===== config.mk =====
export PLATFORM = sky130hd
export DESIGN_NAME = mem_access_stage
export DESIGN_NICKNAME = d
export VERILOG_FILES = /design/src/rtl/mem_access_stage.sv
export SDC_FILE = /design/constraint.sdc
export NUM_CORES = 1
export LEC_CHECK = 0
export CAP_MARGIN = 20
export CORE_ASPECT_RATIO = 1.2
export CORE_MARGIN = 8
export CORE_UTILIZATION = 40
export CTS_CLUSTER_DIAMETER = 80
export DETAILED_ROUTE_END_ITERATION = 6
export PLACE_DENSITY = 0.73
export SYNTH_ARGS = -nofsm -noshare
export SYNTH_HDL_FRONTEND = slang
export SYNTH_SLANG_ARGS = --single-unit

===== constraint.sdc =====
create_clock -name i_clk -period 2.9 [get_ports i_clk]
set_input_delay 0.435 -clock i_clk [delete_from_list [all_inputs] [get_ports i_clk]]
set_output_delay 0.435 -clock i_clk [all_outputs]
set_load 0.05 [all_outputs]

===== src/rtl/mem_access_stage.sv =====
// Memory-access stage: turns MEM-stage loads/stores into a handshaked data-bus
// transaction, stalls until ack/timeout, and formats load data for writeback.
module mem_access_stage #(
  parameter int WIDTH   = 32,
  parameter int TIMEOUT = 255
) (
  input  logic             i_clk,
  input  logic             i_rst_n,
  input  logic             i_mem_valid,
  input  logic             i_mem_rd,
  input  logic             i_mem_wr,
  input  logic [2:0]       i_mem_funct3,
  input  logic [WIDTH-1:0] i_mem_addr,
  input  logic [WIDTH-1:0] i_mem_wdata,
  output logic             o_bus_req,
  output logic             o_bus_we,
  output logic [WIDTH-1:0] o_bus_addr,
  output logic [3:0]       o_bus_be,
  output logic [WIDTH-1:0] o_bus_wdata,
  input  logic             i_bus_ack,
  input  logic             i_bus_err,
  input  logic [WIDTH-1:0] i_bus_rdata,
  output logic             o_mem_stall,
  output logic [WIDTH-1:0] o_mem_r_data,
  output logic             o_mem_misaligned,
  output logic             o_mem_bus_err
);
  localparam logic [1:0]  S_IDLE  = 2'd0;
  localparam logic [1:0]  S_BUSY  = 2'd1;
  localparam logic [1:0]  S_DONE  = 2'd2;
  localparam logic [15:0] TO_LAST = 16'(TIMEOUT - 1);

  logic [1:0]       r_state;
  logic [15:0]      r_cnt;
  logic             r_req, r_we, r_ld, r_mis, r_berr;
  logic [WIDTH-1:0] r_addr, r_wdata, r_rdata;
  logic [3:0]       r_be;
  logic [2:0]       r_f3;
  logic [1:0]       r_off;

  logic             w_access, w_f3_ok, w_aligned, w_legal;
  logic [3:0]       w_be;
  logic [WIDTH-1:0] w_wdata, w_lane, w_ld;

  assign w_access = i_mem_valid & (i_mem_rd | i_mem_wr);

  always_comb begin
    w_f3_ok = 1'b0;
    if (i_mem_rd && i_mem_wr)
      w_f3_ok = 1'b0;
    else if (i_mem_rd)
      w_f3_ok = i_mem_funct3 inside {3'b000, 3'b001, 3'b010, 3'b100, 3'b101};
    else
      w_f3_ok = i_mem_funct3 inside {3'b000, 3'b001, 3'b010};
  end

  always_comb begin
    case (i_mem_funct3[1:0])
      2'b00:   w_aligned = 1'b1;
      2'b01:   w_aligned = ~i_mem_addr[0];
      2'b10:   w_aligned = (i_mem_addr[1:0] == 2'b00);
      default: w_aligned = 1'b0;
    endcase
  end

  assign w_legal = w_access & w_f3_ok & w_aligned;

  always_comb begin
    case (i_mem_funct3[1:0])
      2'b00:   w_be = 4'b0001 << i_mem_addr[1:0];
      2'b01:   w_be = 4'b0011 << i_mem_addr[1:0];
      default: w_be = 4'b1111;
    endcase
  end

  // Each byte lane carries the store byte that lands there: byte, half or word view of rs2.
  for (genvar k = 0; k < WIDTH / 8; k++) begin : g_lane
    assign w_wdata[8*k +: 8] =
      (i_mem_funct3[1:0] == 2'b00) ? i_mem_wdata[7:0] :
      (i_mem_funct3[1:0] == 2'b01) ? i_mem_wdata[8*(k%2) +: 8] :
                                     i_mem_wdata[8*k +: 8];
  end

  assign w_lane = i_bus_rdata >> {r_off, 3'b000};

  always_comb begin
    case (r_f3)
      3'b000:  w_ld = {{(WIDTH-8){w_lane[7]}}, w_lane[7:0]};
      3'b001:  w_ld = {{(WIDTH-16){w_lane[15]}}, w_lane[15:0]};
      3'b100:  w_ld = {{(WIDTH-8){1'b0}}, w_lane[7:0]};
      3'b101:  w_ld = {{(WIDTH-16){1'b0}}, w_lane[15:0]};
      default: w_ld = i_bus_rdata;
    endcase
  end

  always_ff @(posedge i_clk) begin
    if (!i_rst_n) begin
      r_state <= S_IDLE;
      r_cnt   <= '0;
      r_req   <= 1'b0;
      r_we    <= 1'b0;
      r_ld    <= 1'b0;
      r_mis   <= 1'b0;
      r_berr  <= 1'b0;
      r_addr  <= '0;
      r_wdata <= '0;
      r_rdata <= '0;
      r_be    <= '0;
      r_f3    <= '0;
      r_off   <= '0;
    end else begin
      r_mis  <= 1'b0;
      r_berr <= 1'b0;
      case (r_state)
        S_IDLE: begin
          if (w_legal) begin
            r_req   <= 1'b1;
            r_we    <= i_mem_wr;
            r_addr  <= {i_mem_addr[WIDTH-1:2], 2'b00};
            r_be    <= w_be;
            r_wdata <= w_wdata;
            r_ld    <= i_mem_rd;
            r_f3    <= i_mem_funct3;
            r_off   <= i_mem_addr[1:0];
            r_cnt   <= '0;
            r_state <= S_BUSY;
          end else if (w_access) begin
            r_mis <= 1'b1;
          end
        end
        S_BUSY: begin
          if (i_bus_ack) begin
            r_req   <= 1'b0;
            r_we    <= 1'b0;
            r_berr  <= i_bus_err;
            r_state <= S_DONE;
            if (r_ld) r_rdata <= w_ld;
          end else if (r_cnt == TO_LAST) begin
            r_req   <= 1'b0;
            r_we    <= 1'b0;
            r_berr  <= 1'b1;
            r_state <= S_DONE;
          end else begin
            r_cnt <= r_cnt + 16'd1;
          end
        end
        S_DONE:  r_state <= S_IDLE;
        default: r_state <= S_IDLE;
      endcase
    end
  end

  assign o_mem_stall      = ((r_state == S_IDLE) & w_legal) | (r_state == S_BUSY);
  assign o_bus_req        = r_req;
  assign o_bus_we         = r_we;
  assign o_bus_addr       = r_addr;
  assign o_bus_be         = r_be;
  assign o_bus_wdata      = r_wdata;
  assign o_mem_r_data     = r_rdata;
  assign o_mem_misaligned = r_mis;
  assign o_mem_bus_err    = r_berr;

endmodule

==> reports/results.txt, run 1 <==
Cell mode on critical path - nand2_1
Register Area - 0.00252 sq mm
I/O pin count - 211
First-pass GRT wire length - 32400 um
Core ar. - 0.0143 sq mm
Initial antenna violation count - 0
Fin area - 0.00866 sq mm
CP bufs+invs - 2
Post-route DRC - 0
Sink Count - 126
Post_cts resized - 0
Die width - 126 um
Most frequent cell after synthesis - dfxtp_1
Vias in the first global route - 6157
Slew Viols, Final - 0
CP arrival - 2.15 ns
Top delay family on crit path - simple AND/OR/NAND/NOR gates
Critical Path End Type - output pin
Clock buffer depth - 2
Routed WL - 20300 um
Antenna-violating nets left - 0
DIE AREA - 0.0187 sq mm
Synth top area share - 43.4%
Initial core utilization - 40.6%
Synth Flop Type - dfxtp_1
Asr flop ratio synth - 0%
Leakage - 2.87 nW
Syn_area_per_cell - 8.18 sq um
CTS Root Cell - clkbuf_16
GRT Residual Overflow - 0
Area grow syn2layout - 49.1%
Top cells by area, synth - dfxtp_1, a21oi_1, o21ai_0, mux2i_1, nand2_1
Relative slew margins - 26.8%
Detailed placement HPWL - 14200 um
CTS Buf Count - 17
Worst Path Max Fanout - 8
DRT iter0 DRCs - 481
Slowest CP cell - clkdlybuf4s50_1
Final min period - 2.59 ns
Crit-path cells - clkdlybuf4s50_1, nor3_1, o21a_2, nand2_1, nand2_1, buf_12
Worst Hold Class - reg -> reg
NumNets Final - 1000
Via Count - 6178
Largest net degree at the start of global routing - 85
Final setup viols - 0
CTS Hold Bufs - 0
Area of the multi-input gates - 0.00303 sq mm
Final hold viol count - 0
Setup CP Type - in -> out
Max cap viols - 0
Clock transition at path regs - 0.05 ns
Router iterations before antenna repair - 4
Critical Path Start Type - primary input
Die height - 148 um
Filler cell count in the final layout - 1289
Area after DPL - 0.00808 sq mm
H-tree levels - 4
Post-synth EDFFs - 0
Worst Path Required - 2.47 ns
Synth warnings - 0
Via/cell ratio - 5.73
RSZ-0062 raised after global routing - no
Ant diodes - 0
GRT Total Usage - 21.5%
Synth unique cells - 51
Postcts setup bufs - 0
Routed length per instance - 18.8 um
Outcome - finished, final reports clean
Fin crit share - 89.3%
Post-Syn Area - 0.00581 sq mm
Row cnt - 48
Post-Syn Instances - 710
CTS tree - yes
PortBufs - 208
Sequential cell area fraction in the yosys report - 43.4%
Fmax - 386 MHz
Setup TNS - 0 ns
Commonest cells in the netlist - dfxtp_1, a21oi_1, o21ai_0
Worst vdd ir - 0.359 mV
P per Cell Area - 532 mW/mm^2
Max Clock Skew - 0.00501 ns
Synth Register Bits - 126
Largest stage delay on the critical path - 0.55 ns
RePlAce Congestion - 0.805
Worst-skew pair later-pin latency - 0.42 ns
Worst-margin pin slew - 1.09 ns
Fraction of layout cells with a size suffix above 1 - 6.86%
Largest area contributor in the synthesized netlist - dfxtp_1
## layout make-up
type                    count  share of cell area, %
inverters                   9                  0.390
clock inverters             6                  0.635
well taps                 175                   2.53
multi-input cells         507                   35.0
repair buffers            231                   26.3
flip-flops and latches    126                   29.1
clock buffers              25                   6.07
## tightest hold or removal path: cells and delay by family, from the launching register on
kind	cells	cell delay [ns]
compound gates	1	0.05
flops	1	0.30
simple gates	1	0.05
## final timing paths
kind	depth (start not counted)	slack (ns)	startpoint	to
worst max-delay path	6	0.31	i_mem_addr[0]	o_mem_stall
worst min-delay path	2	0.45	o_mem_r_data[0]$_SDFFE_PN0P_	o_mem_r_data[0]$_SDFFE_PN0P_
worst max register to register	4	0.77	r_state[0]$_SDFFE_PN0P_	r_cnt[15]$_SDFFE_PN0P_
worst min register to register	2	0.45	o_mem_r_data[0]$_SDFFE_PN0P_	o_mem_r_data[0]$_SDFFE_PN0P_
## power by group
part / total (mW) / internal [mW] / switching (mW)
combinational: 0.729 / 0.296 / 0.433
sequential: 1.80 / 1.77 / 0.0252
clock: 2.08 / 1.33 / 0.759
## routing by layer
layer  wire length (um)  GRT usage [%]
met3               1620           7.68
met5                  0              0
met4                580           10.4
met1               8190           24.4
met2               9930           35.2
## cell usage in the layout (no fill, tap or decap), types with 6 or more instances in the layout
master,n
or4_1,10
o211ai_1,7
buf_4,22
a211oi_1,9
inv_1,8
clkdlybuf4s50_1,207
o221ai_1,8
o2111ai_1,7
mux2i_1,34
or3_1,7
clkbuf_16,17
clkbuf_8,7
nor3_1,6
a311oi_1,10
a22o_1,6
o21ai_0,87
dfxtp_1,126
o21ai_1,7
nand3_1,51
nand2_1,72
nor2_1,11
a21oi_1,114
o31ai_1,8
a2bb2oi_1,7
## metrics by stage
step | setup slack, ns | utilization [%] | power (mW) | std cells | hold slack, ns
global placement | 0.234 | 56.5 | 2.56 | 1047 | 0.442
floorplan | 0.730 | - | 2.22 | 711 | 0.448
CTS | 0.314 | 60.6 | 4.64 | 1078 | 0.456
global route | 0.190 | 60.6 | 4.77 | 1079 | 0.470
finish | 0.312 | 60.6 | 4.61 | 1079 | 0.454
detailed placement | 0.159 | 56.5 | 2.56 | 1047 | 0.449
## sequential cells by signal, summed over array words and instances (netlist names)
name and flops:
o_bus_addr 30, r_state 2, r_ld 1, r_off 2, o_bus_wdata 32, o_mem_bus_err 1
o_mem_misaligned 1, o_mem_r_data 32, o_bus_be 4, o_bus_we 1, o_bus_req 1, r_cnt 16
r_f3 3
## cells by family after synthesis
logic type / Yosys count / synth area share, %
buf+inv: 78 / 5.32
xor+xnor: 2 / 0.302
flops: 126 / 43.4
simple gates: 182 / 15.6
compound gates: 284 / 28.7
mux: 35 / 6.25
other cells: 1 / 0.0646
fa+ha+maj: 2 / 0.431
Note: power is estimated with default switching activity, not from simulation.
==> run 2: changes to the inputs <==
Settings changed: CAP_MARGIN 20 to 25.
==> reports/results.txt, run 2 (same netlist as run 1, synthesis figures left out) <==
Outcome - finished, final reports clean
NumNets Final - 1001
Slowest CP cell - clkdlybuf4s50_1
First-pass GRT wire length - 32400 um
CTS Hold Bufs - 0
H-tree levels - 4
Via Count - 6190
CTS tree - yes
Routed length per instance - 18.8 um
I/O pin count - 211
Vias in the first global route - 6157
Most frequent cells in the layout - clkdlybuf4s50_1, dfxtp_1, a21oi_1, o21ai_0, nand2_1
P per Cell Area - 532 mW/mm^2
Slew Viols, Final - 0
Post-route DRC - 0
Leading cell type in the layout, fill and taps excluded - clkdlybuf4s50_1
Die height - 148 um
Placement Setup Slack - 0.159 ns
Critical Path Start Type - primary input
Sink Count - 126
CTS Buf Count - 17
Final hold viol count - 0
Final setup viols - 0
Register Area - 0.00252 sq mm
Via/cell ratio - 5.73
Max Clock Skew - 0.00560 ns
Fin crit share - 89.5%
Filler cell count in the final layout - 1292
Worst vdd ir - 0.362 mV
Core ar. - 0.0143 sq mm
Max cap viols - 0
CTS Root Cell - clkbuf_16
PortBufs - 208
Crit-path cells - clkdlybuf4s50_1, nor3_1, o21a_2, nand2_1, nand2_1, buf_12
Fin worst setup slack - 0.304 ns
Clock buffer depth - 2
Largest net degree at the start of global routing - 85
GRT Residual Overflow - 0
Power Total - 4.62 mW
R2R Setup Slk - 0.77 ns
Router iterations before antenna repair - 5
Area of the multi-input gates - 0.00303 sq mm
Ant diodes - 0
Worst Path Required - 2.47 ns
GR Layer Usage met3 - 7.68%
Initial core utilization - 40.6%
RePlAce Congestion - 0.805
CP arrival - 2.16 ns
Clock transition at path regs - 0.05 ns
Die width - 126 um
Postcts setup bufs - 0
Worst-margin pin slew - 0.772 ns
Initial antenna violation count - 0
Antenna-violating nets left - 0
Fmax - 385 MHz
Met1 GRT Util - 24.4%
Detailed placement HPWL - 14200 um
Busiest grt layer - met2
Worst-skew pair later-pin latency - 0.42 ns
RSZ-0062 raised after global routing - no
Fraction of layout cells with a size suffix above 1 - 6.96%
Cell mode on critical path - nand2_1
Area grow syn2layout - 49.2%
Post_cts resized - 0
Setup CP Type - in -> out
Leakage - 2.87 nW
DRT iter0 DRCs - 455
Row cnt - 48
Largest stage delay on the critical path - 0.55 ns
Critical Path End Type - output pin
GRT Total Usage - 21.5%
Setup TNS - 0 ns
DIE AREA - 0.0187 sq mm
Worst Path Max Fanout - 8
Routed WL - 20300 um
Final min period - 2.60 ns
Met2 Resource Use GR - 35.2%
Worst Hold Class - reg -> reg
Relative slew margins - 48.6%
-- run 2: area by class of cell --
cell class / instances / share of cell area, %
Timing Repair Buffer: 232 / 26.3
Multi-Input combinational cell: 507 / 35.0
Inverter: 9 / 0.390
Clock inverter: 6 / 0.635
Tap cell: 175 / 2.53
Clock buffer: 25 / 6.06
Sequential cell: 126 / 29.1
-- run 2: metal layers --
layer | vias to the layer above | part of all wire [%]
li1 | 2991 | -
met1 | 2942 | 40
met2 | 217 | 48
met3 | 40 | 8.4
met4 | 0 | 3.1
met5 | - | 0
-- run 2: worst max-delay path, delay by kind of cell --
family	cells	cell delay, ns
AO/OA/AOI/OAI	1	0.22
buffers and inverters	2	0.69
AND/OR/NAND/NOR	3	0.80
-- run 2: metrics by stage --
step / area [sq um] / hold WS [ns] / std cells / util, %
floorplan: 5810 / 0.448 / 711 / -
global placement: 8080 / 0.442 / 1047 / 56.5
detailed placement: 8080 / 0.449 / 1047 / 56.5
CTS: 8660 / 0.456 / 1078 / 60.6
global route: 8670 / 0.470 / 1080 / 60.6
finish: 8670 / 0.454 / 1080 / 60.6
-- run 2: final timing paths --
path / endpoint / from / cells past startpoint
hold reg to reg: o_mem_r_data[0]$_SDFFE_PN0P_ / o_mem_r_data[0]$_SDFFE_PN0P_ / 2
setup reg to reg: r_cnt[13]$_SDFFE_PN0P_ / r_state[0]$_SDFFE_PN0P_ / 4
hold / removal: o_mem_r_data[0]$_SDFFE_PN0P_ / o_mem_r_data[0]$_SDFFE_PN0P_ / 2
setup / recovery: o_mem_stall / i_mem_addr[0] / 6
-- run 2: report_power, final --
part	total [mW]	internal, mW	switching (mW)
combinational	0.729	0.296	0.433
clock	2.09	1.33	0.762
sequential	1.80	1.77	0.0251
==> run 3: changes to the inputs <==
Settings changed: CORE_UTILIZATION 40 to 48, PLACE_DENSITY 0.73 to 0.85.
==> reports/results.txt, run 3 (same netlist as run 1, synthesis figures left out) <==
Initial antenna violation count - 0
Placement Setup Slack - 0.309 ns
Final hold viol count - 0
Setup CP Type - in -> out
Clock buffer depth - 2
Fin worst setup slack - 0.387 ns
Worst Hold Class - reg -> reg
Sink Count - 126
Reg2reg end - r_cnt[15]$_SDFFE_PN0P_
Crit-path cells - clkdlybuf4s50_1, a21oi_1, o21a_2, nand2_1, nand2_1, buf_12
Clock transition at path regs - 0.05 ns
Placed cells - 1037
Cell mode on critical path - nand2_1
Router iterations before antenna repair - 5
CP arrival - 2.08 ns
Fin area - 0.00876 sq mm
CTS tree - yes
Post_cts resized - 0
DIE AREA - 0.0159 sq mm
Hold Crit Start - o_bus_be[2]$_SDFFE_PN0P_
Via/cell ratio - 6.02
Final setup viols - 0
PortBufs - 208
Worst vdd ir - 0.451 mV
Initial core utilization - 48.6%
Filler cell count in the final layout - 878
Leading cell type in the layout, fill and taps excluded - clkdlybuf4s50_1
Relative slew margins - 41.7%
CTS Hold Bufs - 0
Hold path depth - 2
Largest stage delay on the critical path - 0.56 ns
Slowest CP cell - clkdlybuf4s50_1
Cells on worst reg2reg path - 4
Fraction of layout cells with a size suffix above 1 - 7.27%
Die width - 116 um
Worst-skew pair later-pin latency - 0.41 ns
Row cnt - 44
Worst Path Max Fanout - 8
Critical Path End Type - output pin
H-tree levels - 4
DRT iter0 DRCs - 557
Worst hold endpoint - o_bus_be[2]$_SDFFE_PN0P_
CTS Buf Count - 17
Largest net degree at the start of global routing - 72
CTS Root Cell - clkbuf_16
Detailed placement HPWL - 14800 um
Setup TNS - 0 ns
Leakage - 2.90 nW
RePlAce Congestion - 0.842
FF-to-FF Start - r_state[0]$_SDFFE_PN0P_
Area after DPL - 0.00809 sq mm
R2R Setup Slk - 0.75 ns
Die height - 137 um
Via Count - 6443
Routed WL - 21200 um
Postcts setup bufs - 0
Area grow syn2layout - 50.7%
NumNets Final - 1003
Routed length per instance - 19.8 um
First-pass GRT wire length - 32800 um
Post-route DRC - 0
Most frequent cells in the layout - clkdlybuf4s50_1, dfxtp_1, a21oi_1, o21ai_0, nand2_1
Slew Viols, Final - 0
Core ar. - 0.0119 sq mm
Fmax - 398 MHz
RSZ-0062 raised after global routing - no
Vias in the first global route - 6496
Final min period - 2.51 ns
Fin crit share - 86.7%
Final std cells w/o fill - 1070
I/O pin count - 211
Max Clock Skew - 0.00363 ns
Critical Path Start Type - primary input
Power Total - 4.92 mW
P per Cell Area - 562 mW/mm^2
Antenna-violating nets left - 0
Outcome - finished, final reports clean
Max cap viols - 0
GRT Residual Overflow - 0
Worst-margin pin slew - 0.867 ns
Worst Path Required - 2.47 ns
GRT Total Usage - 26.3%
==> run 3: changes by cell type in the layout (fill, tap and decap cells not counted), sizes merged <==
cell / delta
buf: +2
clkinvlp: +3
clkbuf: -3
diode: +1
bufinv: +4
clkinv: -3
==> run 3: worst max path at each step <==
stage,endpoint,start,slack (ns),cells after the start
finish,o_mem_stall,i_mem_addr[0],0.39,6
CTS,o_mem_stall,i_mem_addr[0],0.40,6
global route,o_mem_stall,i_mem_addr[0],0.32,6
detailed placement,r_cnt[15]$_SDFFE_PN0P_,i_bus_ack,0.31,5
floorplan,o_mem_stall,i_mem_addr[0],0.73,6
global placement,r_cnt[15]$_SDFFE_PN0P_,i_bus_ack,0.39,5
==> run 3: power breakdown <==
part | total (mW) | switching [mW] | leakage (nW) | internal (mW)
Sequential | 1.80 | 0.0258 | 1.02 | 1.77
Combinational | 0.739 | 0.441 | 1.57 | 0.299
Clock | 2.38 | 0.769 | 0.318 | 1.61
Total | 4.92 | 1.24 | 2.90 | 3.69
==> run 3: area by class of cell <==
cell class                 count  area [sq um]  area share (%)
antenna                        1          2.50          0.0286
clock buffer                  22           484            5.53
clock inverter                10           183            2.09
inverter                       9          33.8           0.386
multi-input combinational    507          3030            34.6
sequential                   126          2520            28.8
tap                          161           201            2.30
timing repair buffer         234          2300            26.3
==> run 3: stage by stage <==
stage / util (%) / hold WS (ns)
finish: 73.3 / 0.458
global route: 73.3 / 0.490
floorplan: - / 0.448
detailed placement: 67.7 / 0.451
CTS: 73.3 / 0.459
global placement: 67.7 / 0.445
==> run 3: routing by layer <==
metal | part of all wire, % | track usage [%] | vias up
li1 | - | - | 3000
met1 | 36 | 27.2 | 3060
met2 | 50 | 44.6 | 322
met3 | 10 | 10.9 | 61
met4 | 3.5 | 13.4 | 0
met5 | 0 | 0 | -
==> run 3: critical path, delay by kind of cell <==
family | cells | cell delay, ns
AOI/OAI and AO/OA | 2 | 0.65
and+or+nand+nor | 2 | 0.28
buffers and inverters | 2 | 0.71
==> edit 1: new RTL, settings of run 1 <==
Reset style: asynchronous (`i_rst_n`), changed in one clocked block.
--- a/src/rtl/mem_access_stage.sv
+++ b/src/rtl/mem_access_stage.sv
@@ -93,7 +93,7 @@
     endcase
   end
 
-  always_ff @(posedge i_clk) begin
+  always_ff @(posedge i_clk or negedge i_rst_n) begin
     if (!i_rst_n) begin
       r_state <= S_IDLE;
       r_cnt   <= '0;
Behaviour: differs if i_rst_n is asserted again (counterexample within 4 cycles, from zero or initial values and one cycle with i_rst_n low); with i_rst_n held inactive, the same outputs for 4 cycles.
==> edit 1 against run 1 <==
  * Cell area up 0.92%
  * Worst setup slack better by 65 ps
  * Wire length down 11%
  * Global-route usage down 1.8 points
  * Hold slack worse by 430 ps
  * Sequential cell count unchanged
  * Synthesized area up 0.99%
Power is not compared: it rests on default switching activity, and its combinational part moved more than twofold at a synthesized area within 25%.
==> edit 1: results (changes against run 1) <==
Final layout
  – Share of cells above drive strength 1: 0.0641 (was 0.0686)
  – Fill count: 1223 (was 1289)
  – Layout Cells excl Fill: 1049 (was 1079)
  – Footprint of the multi-input gates: 2510 µm² (was 3030 µm²)
  – Final net count: 969 (was 1000)

Yosys
  – Ranking of synthesized cells by area: dfrtp_1 54%, nand2_1 13%, mux2i_1 6.0% (was dfxtp_1 43%, a21oi_1 9.8%, o21ai_0 7.5%)
  – Fraction of registers with async set/reset: 1.00 (was 0)
  – Netlist cell types: 42 (was 51)
  – Seq/Total Area, Yosys: 0.537 (was 0.434)
  – Syn avg cell area: 8.93 µm² (was 8.18 µm²)
  – Syn. warnings: 0 (unchanged)
  – Post-synth top cells: 207 x nand2_1, 126 x dfrtp_1, 58 x o21ai_0 (was 126 x dfxtp_1, 114 x a21oi_1, 87 x o21ai_0)
  – Synth Flop Type: dfrtp_1 (was dfxtp_1)

Placement
  – Post-Place Cells: 1017 (was 1047)
  – Routability cong.: 0.855 (was 0.805)
  – IO Port Bufs: 208 (unchanged)
  – Dpl cell area: 8160 µm² (was 8080 µm²)
  – Dpl hpwl: 13200 µm (was 14200 µm)

Clock network
  – Setup Buffers After CTS: 0 (unchanged)
  – Clock Tree Buf Depth: 2 (unchanged)
  – Worst-path clk slew: 50 ps (about the same)
  – Clk root buf: clkbuf_16 (unchanged)
  – Cts bufs inserted: 17 (unchanged)
  – H-tree depth: 4 (unchanged)
  – Worst skew pair latency: around 410 ps
  – Post-CTS sizing: 0 (unchanged)

Global routing
  – Largest net degree at the start of global routing: 70 (was 85)
  – GRT Util Overall: 0.197 (was 0.215)
  – Initial antenna violation count: 2 (was 0)
  – Vias in the first global route: 5453 (was 6157)
  – First-pass GRT wire length: 29000 µm (was 32400 µm)

Timing
  – Relative max-transition margin: 0.373 (was 0.268)
  – Final Skew: 5.91 ps (was 5.01 ps)
  – # setup viols final: 0 (unchanged)

Route
  – DRT antenna net count: 0 (unchanged)
  – DR WL/cell: 17.3 µm (was 18.8 µm)
  – Starting DRT DRC Count: 343 (was 481)
  – Vias/cell: 5.05 (was 5.73)
  – First-pass iteration count of the detailed router: 5 (was 4)

Setup path
  – Slowest-stage cell, CP: clkdlybuf4s50_1 (unchanged)
  – Critical path launch point: i_mem_addr[1] (was i_mem_addr[0])
  – Critical Path Sink: o_mem_stall (unchanged)
  – Critical-path maximum fanout: 7 (was 8)
  – R2R depth: 7 (was 4)
  – FF-to-FF Start: r_off[0] (was r_state[0])
  – Max stage delay on crit path: 490 ps (was 550 ps)
  – R2r endpoint: o_mem_r_data[31] (was r_cnt[15])
  – R2R setup slack: 700 ps (was 770 ps)
  – Worst endpoint data arrival time: 2090 ps (was 2150 ps)

Hold path
  – Hold Path Class: in -> async (was reg -> reg)

Status
  – Run status: finished, final reports clean (unchanged)

Power
  – Leak: 0.00392 µW
  – Peak supply drop: 0.592 mV
[edit 1: cell count changes after synthesis, moves of 36 or more]
cell,run 1,this run
a21oi_1,114,46
clkbuf_1,57,21
dfrtp_1,0,126
dfxtp_1,126,0
nand2_1,72,207
nand3_1,51,12
nor2_1,11,49
[edit 1: area by class of cell]
class,count,area share
antenna,1,0.000286
clock buffer,25,0.0567
clock inverter,6,0.00944
inverter,4,0.00172
multi-input combinational,486,0.287
sequential,126,0.361
tap,175,0.0250
timing repair buffer,226,0.259
[edit 1: worst min-delay path by stage]
stage                   start         endpoint  slack [ps]  depth (start not counted)
2_1_floorplan         i_rst_n   o_bus_addr[10]         140                          0
3_3_place_gp      o_bus_be[3]      o_bus_be[3]         450                          2
3_5_place_dp   o_bus_wdata[6]   o_bus_wdata[6]         460                          2
4_1_cts               i_rst_n  o_bus_wdata[22]          30                          1
5_1_grt               i_rst_n  o_bus_wdata[31]          50                          1
6_report              i_rst_n  o_bus_wdata[23]          20                          1
[edit 1: kinds of logic after synthesis]
kind of cell,share of synthesized area
adder cells (fa/ha/maj),0.00426
AND/OR/NAND/NOR,0.227
flip-flops,0.537
buffers and inverters,0.0363
XOR/XNOR,0.0105
multiplexers,0.0661
AO/OA/AOI/OAI,0.118
other,0.000639
[edit 1: power breakdown]
group / leakage (µW) / internal (µW) / total [µW] / switching [µW]
clock: 0.000283 / 1350 / 2080 / 738
sequential: 0.00160 / 2290 / 2670 / 374
combinational: 0.00204 / 1320 / 3940 / 2630
total: 0.00392 / 4960 / 8690 / 3740
[edit 1: worst max-delay path: cells and delay by family]
| kind | cells | cell delay (ps) |
|---|---|---|
| buffers and inverters | 2 | 640 |
| AO/OA/AOI/OAI | 1 | 390 |
| AND/OR/NAND/NOR | 3 | 610 |
[edit 1: per-stage QoR]
| stage | total power [µW] | worst slack (ps) |
|---|---|---|
| final | 8690 | 376 |
| after floorplan | 5120 | 390 |
| after detailed placement | 6650 | 335 |
| after CTS | 8770 | 375 |
| after global placement | 6610 | 414 |
| after global routing | 9120 | 267 |
[edit 1: layer usage]
| metal | track usage | wire, µm |
|---|---|---|
| met5 | 0 | 10 |
| met2 | 0.335 | 9170 |
| met3 | 0.0670 | 1390 |
| met4 | 0.0681 | 206 |
| met1 | 0.227 | 7360 |
==> edit 2: new RTL, flow settings as in run 1 <==
Without the edit above. Set the parameter `WIDTH` to 16 (it was 32).
--- a/src/rtl/mem_access_stage.sv
+++ b/src/rtl/mem_access_stage.sv
@@ -1,7 +1,7 @@
 // Memory-access stage: turns MEM-stage loads/stores into a handshaked data-bus
 // transaction, stalls until ack/timeout, and formats load data for writeback.
 module mem_access_stage #(
-  parameter int WIDTH   = 32,
+  parameter int WIDTH   = 16,
   parameter int TIMEOUT = 255
 ) (
   input  logic             i_clk,
Ports: changed (6 resized); port bits go from 211 to 115. The function was not compared with the original's and may differ.
==> edit 2 against run 1 <==
  * Count of clock-buffer cells in the layout is 12 lower
  * Worst setup slack better by 140 ps
  * Cell area is 42% lower
  * Synthesized area is 39% lower
  * Critical endpoint unchanged
  * Wire length is 45% lower
  * Global-route usage is 2.7 points lower
  * Total power is 45% lower
  * Core utilization is 2.2 points lower
  * Clock skew is 5.5 ps higher
  * Sequential cell count is 48 lower
  * Die area is 35% lower
==> edit 2: results (changes against run 1) <==
Route
  – First-pass iteration count of the detailed router: 5 (was 4)
  – Met2 routed WL: 5910 µm (was 9930 µm)
  – Routed length on met3: 624 µm (was 1620 µm)
  – DR WL/cell: 17.4 µm (was 18.8 µm)
  – DR vias: 3634 (was 6178)
  – Met1 wire length: 4410 µm (was 8190 µm)
  – Starting DRT DRC Count: 194 (was 481)
  – DR top layer: met4 (unchanged)

Power
  – Overall power: 2520 µW (was 4610 µW)
  – Comb power frac: 0.158 (about the same)
  – Peak supply drop: 0.247 mV (was 0.359 mV)
  – Reg power frac: 0.441 (was 0.390)
  – Leak: 0.00174 µW (was 0.00287 µW)
  – Sw frac: 0.255 (was 0.264)

Timing
  – Fin crit share: 0.845 (was 0.893)
  – Hold WS: 461 ps (was 454 ps)
  – Worst-margin pin slew: 733 ps (was 1090 ps)
  – Final Skew: 10.5 ps (was 5.01 ps)

Global routing
  – GRT Util Overall: 0.188 (was 0.215)
  – Initial antenna violation count: 0 (unchanged)
  – Largest net degree at the start of global routing: 43 (was 85)
  – First-pass GRT wire length: 18500 µm (was 32400 µm)

Clock network
  – Worst skew pair latency: 350 ps (was 420 ps)
  – Clk root buf: clkbuf_8 (was clkbuf_16)
  – Worst-path clk slew: 70 ps (was 50 ps)
  – Setup Buffers After CTS: 0 (unchanged)
  – H-tree depth: 3 (was 4)
  – Cts bufs inserted: 9 (was 17)

Setup path
  – R2r endpoint: o_bus_wdata[15] (was r_cnt[15])
  – Critical Path Sink: o_mem_stall (unchanged)
  – Worst endpoint data arrival time: 2020 ps (was 2150 ps)
  – R2R depth: 6 (was 4)
  – Critical-path maximum fanout: 8 (unchanged)
  – FF-to-FF Start: r_state[1] (was r_state[0])
  – Critical path launch point: i_mem_addr[0] (unchanged)
  – R2R setup slack: 960 ps (was 770 ps)

Status
  – Run status: finished, final reports clean (unchanged)

Final layout
  – Total inserted antenna cells: 0 (unchanged)
  – Final net count: 587 (was 1000)
  – Layout Cells excl Fill: 649 (was 1079)
  – Share of cells above drive strength 1: 0.0771 (was 0.0686)

Yosys
  – Syn avg cell area: 8.29 µm² (was 8.18 µm²)
  – Ranking of synthesized cells by area: dfxtp_1 44%, a21oi_1 9.6%, o21ai_0 7.2% (was dfxtp_1 43%, a21oi_1 9.8%, o21ai_0 7.5%)
  – Syn. warnings: 0 (unchanged)
  – Seq/Total Area, Yosys: 0.441 (was 0.434)
  – Fraction of registers with async set/reset: 0 (unchanged)
  – Netlist cell types: 55 (was 51)
  – Post-synth top cells: 78 x dfxtp_1, 68 x a21oi_1, 51 x o21ai_0 (was 126 x dfxtp_1, 114 x a21oi_1, 87 x o21ai_0)

Placement
  – IO Port Bufs: 112 (was 208)
  – Dpl cell area: 4780 µm² (was 8080 µm²)
  – Routability cong.: 0.777 (was 0.805)
  – Dpl hpwl: 8100 µm (was 14200 µm)
  – Post-Place Cells: 633 (was 1047)
  – Place WS: 252 ps (was 159 ps)
[edit 2: cell count changes in the layout (fill, tap and decap cells not counted), moves of 8 or more]
cell,delta
clkdlybuf4s50_1,-96
dfxtp_1,-48
a21oi_1,-46
o21ai_0,-36
nand2_1,-34
mux2i_1,-32
nand3_1,-20
clkbuf_16,-17
buf_4,-9
a211oi_1,-8
nor2b_1,+8
[edit 2: critical path: stages]
cell and delay (ps):
clkdlybuf4s50_1 530, nor3_1 410, o21a_1 190, nand2_1 140, nand2_1 150, buf_12 150
[edit 2: how the worst min path moves through the flow]
stage / endpoint / start / cells past startpoint
floorplan: r_cnt[15] / r_cnt[15] / 2
global placement: o_bus_be[0] / o_bus_be[0] / 2
detailed placement: o_bus_be[0] / o_bus_be[0] / 2
CTS: o_bus_be[0] / o_bus_be[0] / 2
global route: o_bus_be[0] / o_bus_be[0] / 2
finish: o_bus_be[0] / o_bus_be[0] / 2
[edit 2: per-layer routing]
metal / vias up / GRT usage
met1: 1736 / 0.211
met3: 23 / 0.0443
li1: 1764 / -
met4: 0 / 0.0929
met5: - / 0
met2: 111 / 0.323
[edit 2: cells by family (layout without fill, tap and decap cells)]
kind of cell	count (synthesis)	count (layout)	synth area share
compound gates	173	173	0.293
xor+xnor	2	2	0.00495
fa+ha+maj	2	2	0.00707
buf+inv	44	148	0.0573
flops	78	78	0.441
mux	3	3	0.00884
other cells	1	2	0.00106
simple gates	124	124	0.187
[edit 2: layout make-up]
class | count | area (µm²)
Timing Repair Buffer | 126 | 1240
Fill cell | 776 | 3580
Inverter | 6 | 22.5
Tap cell | 117 | 146
Clock buffer | 13 | 159
Clock inverter | 3 | 90.1
Sequential cell | 78 | 1560
Multi-Input combinational cell | 306 | 1810
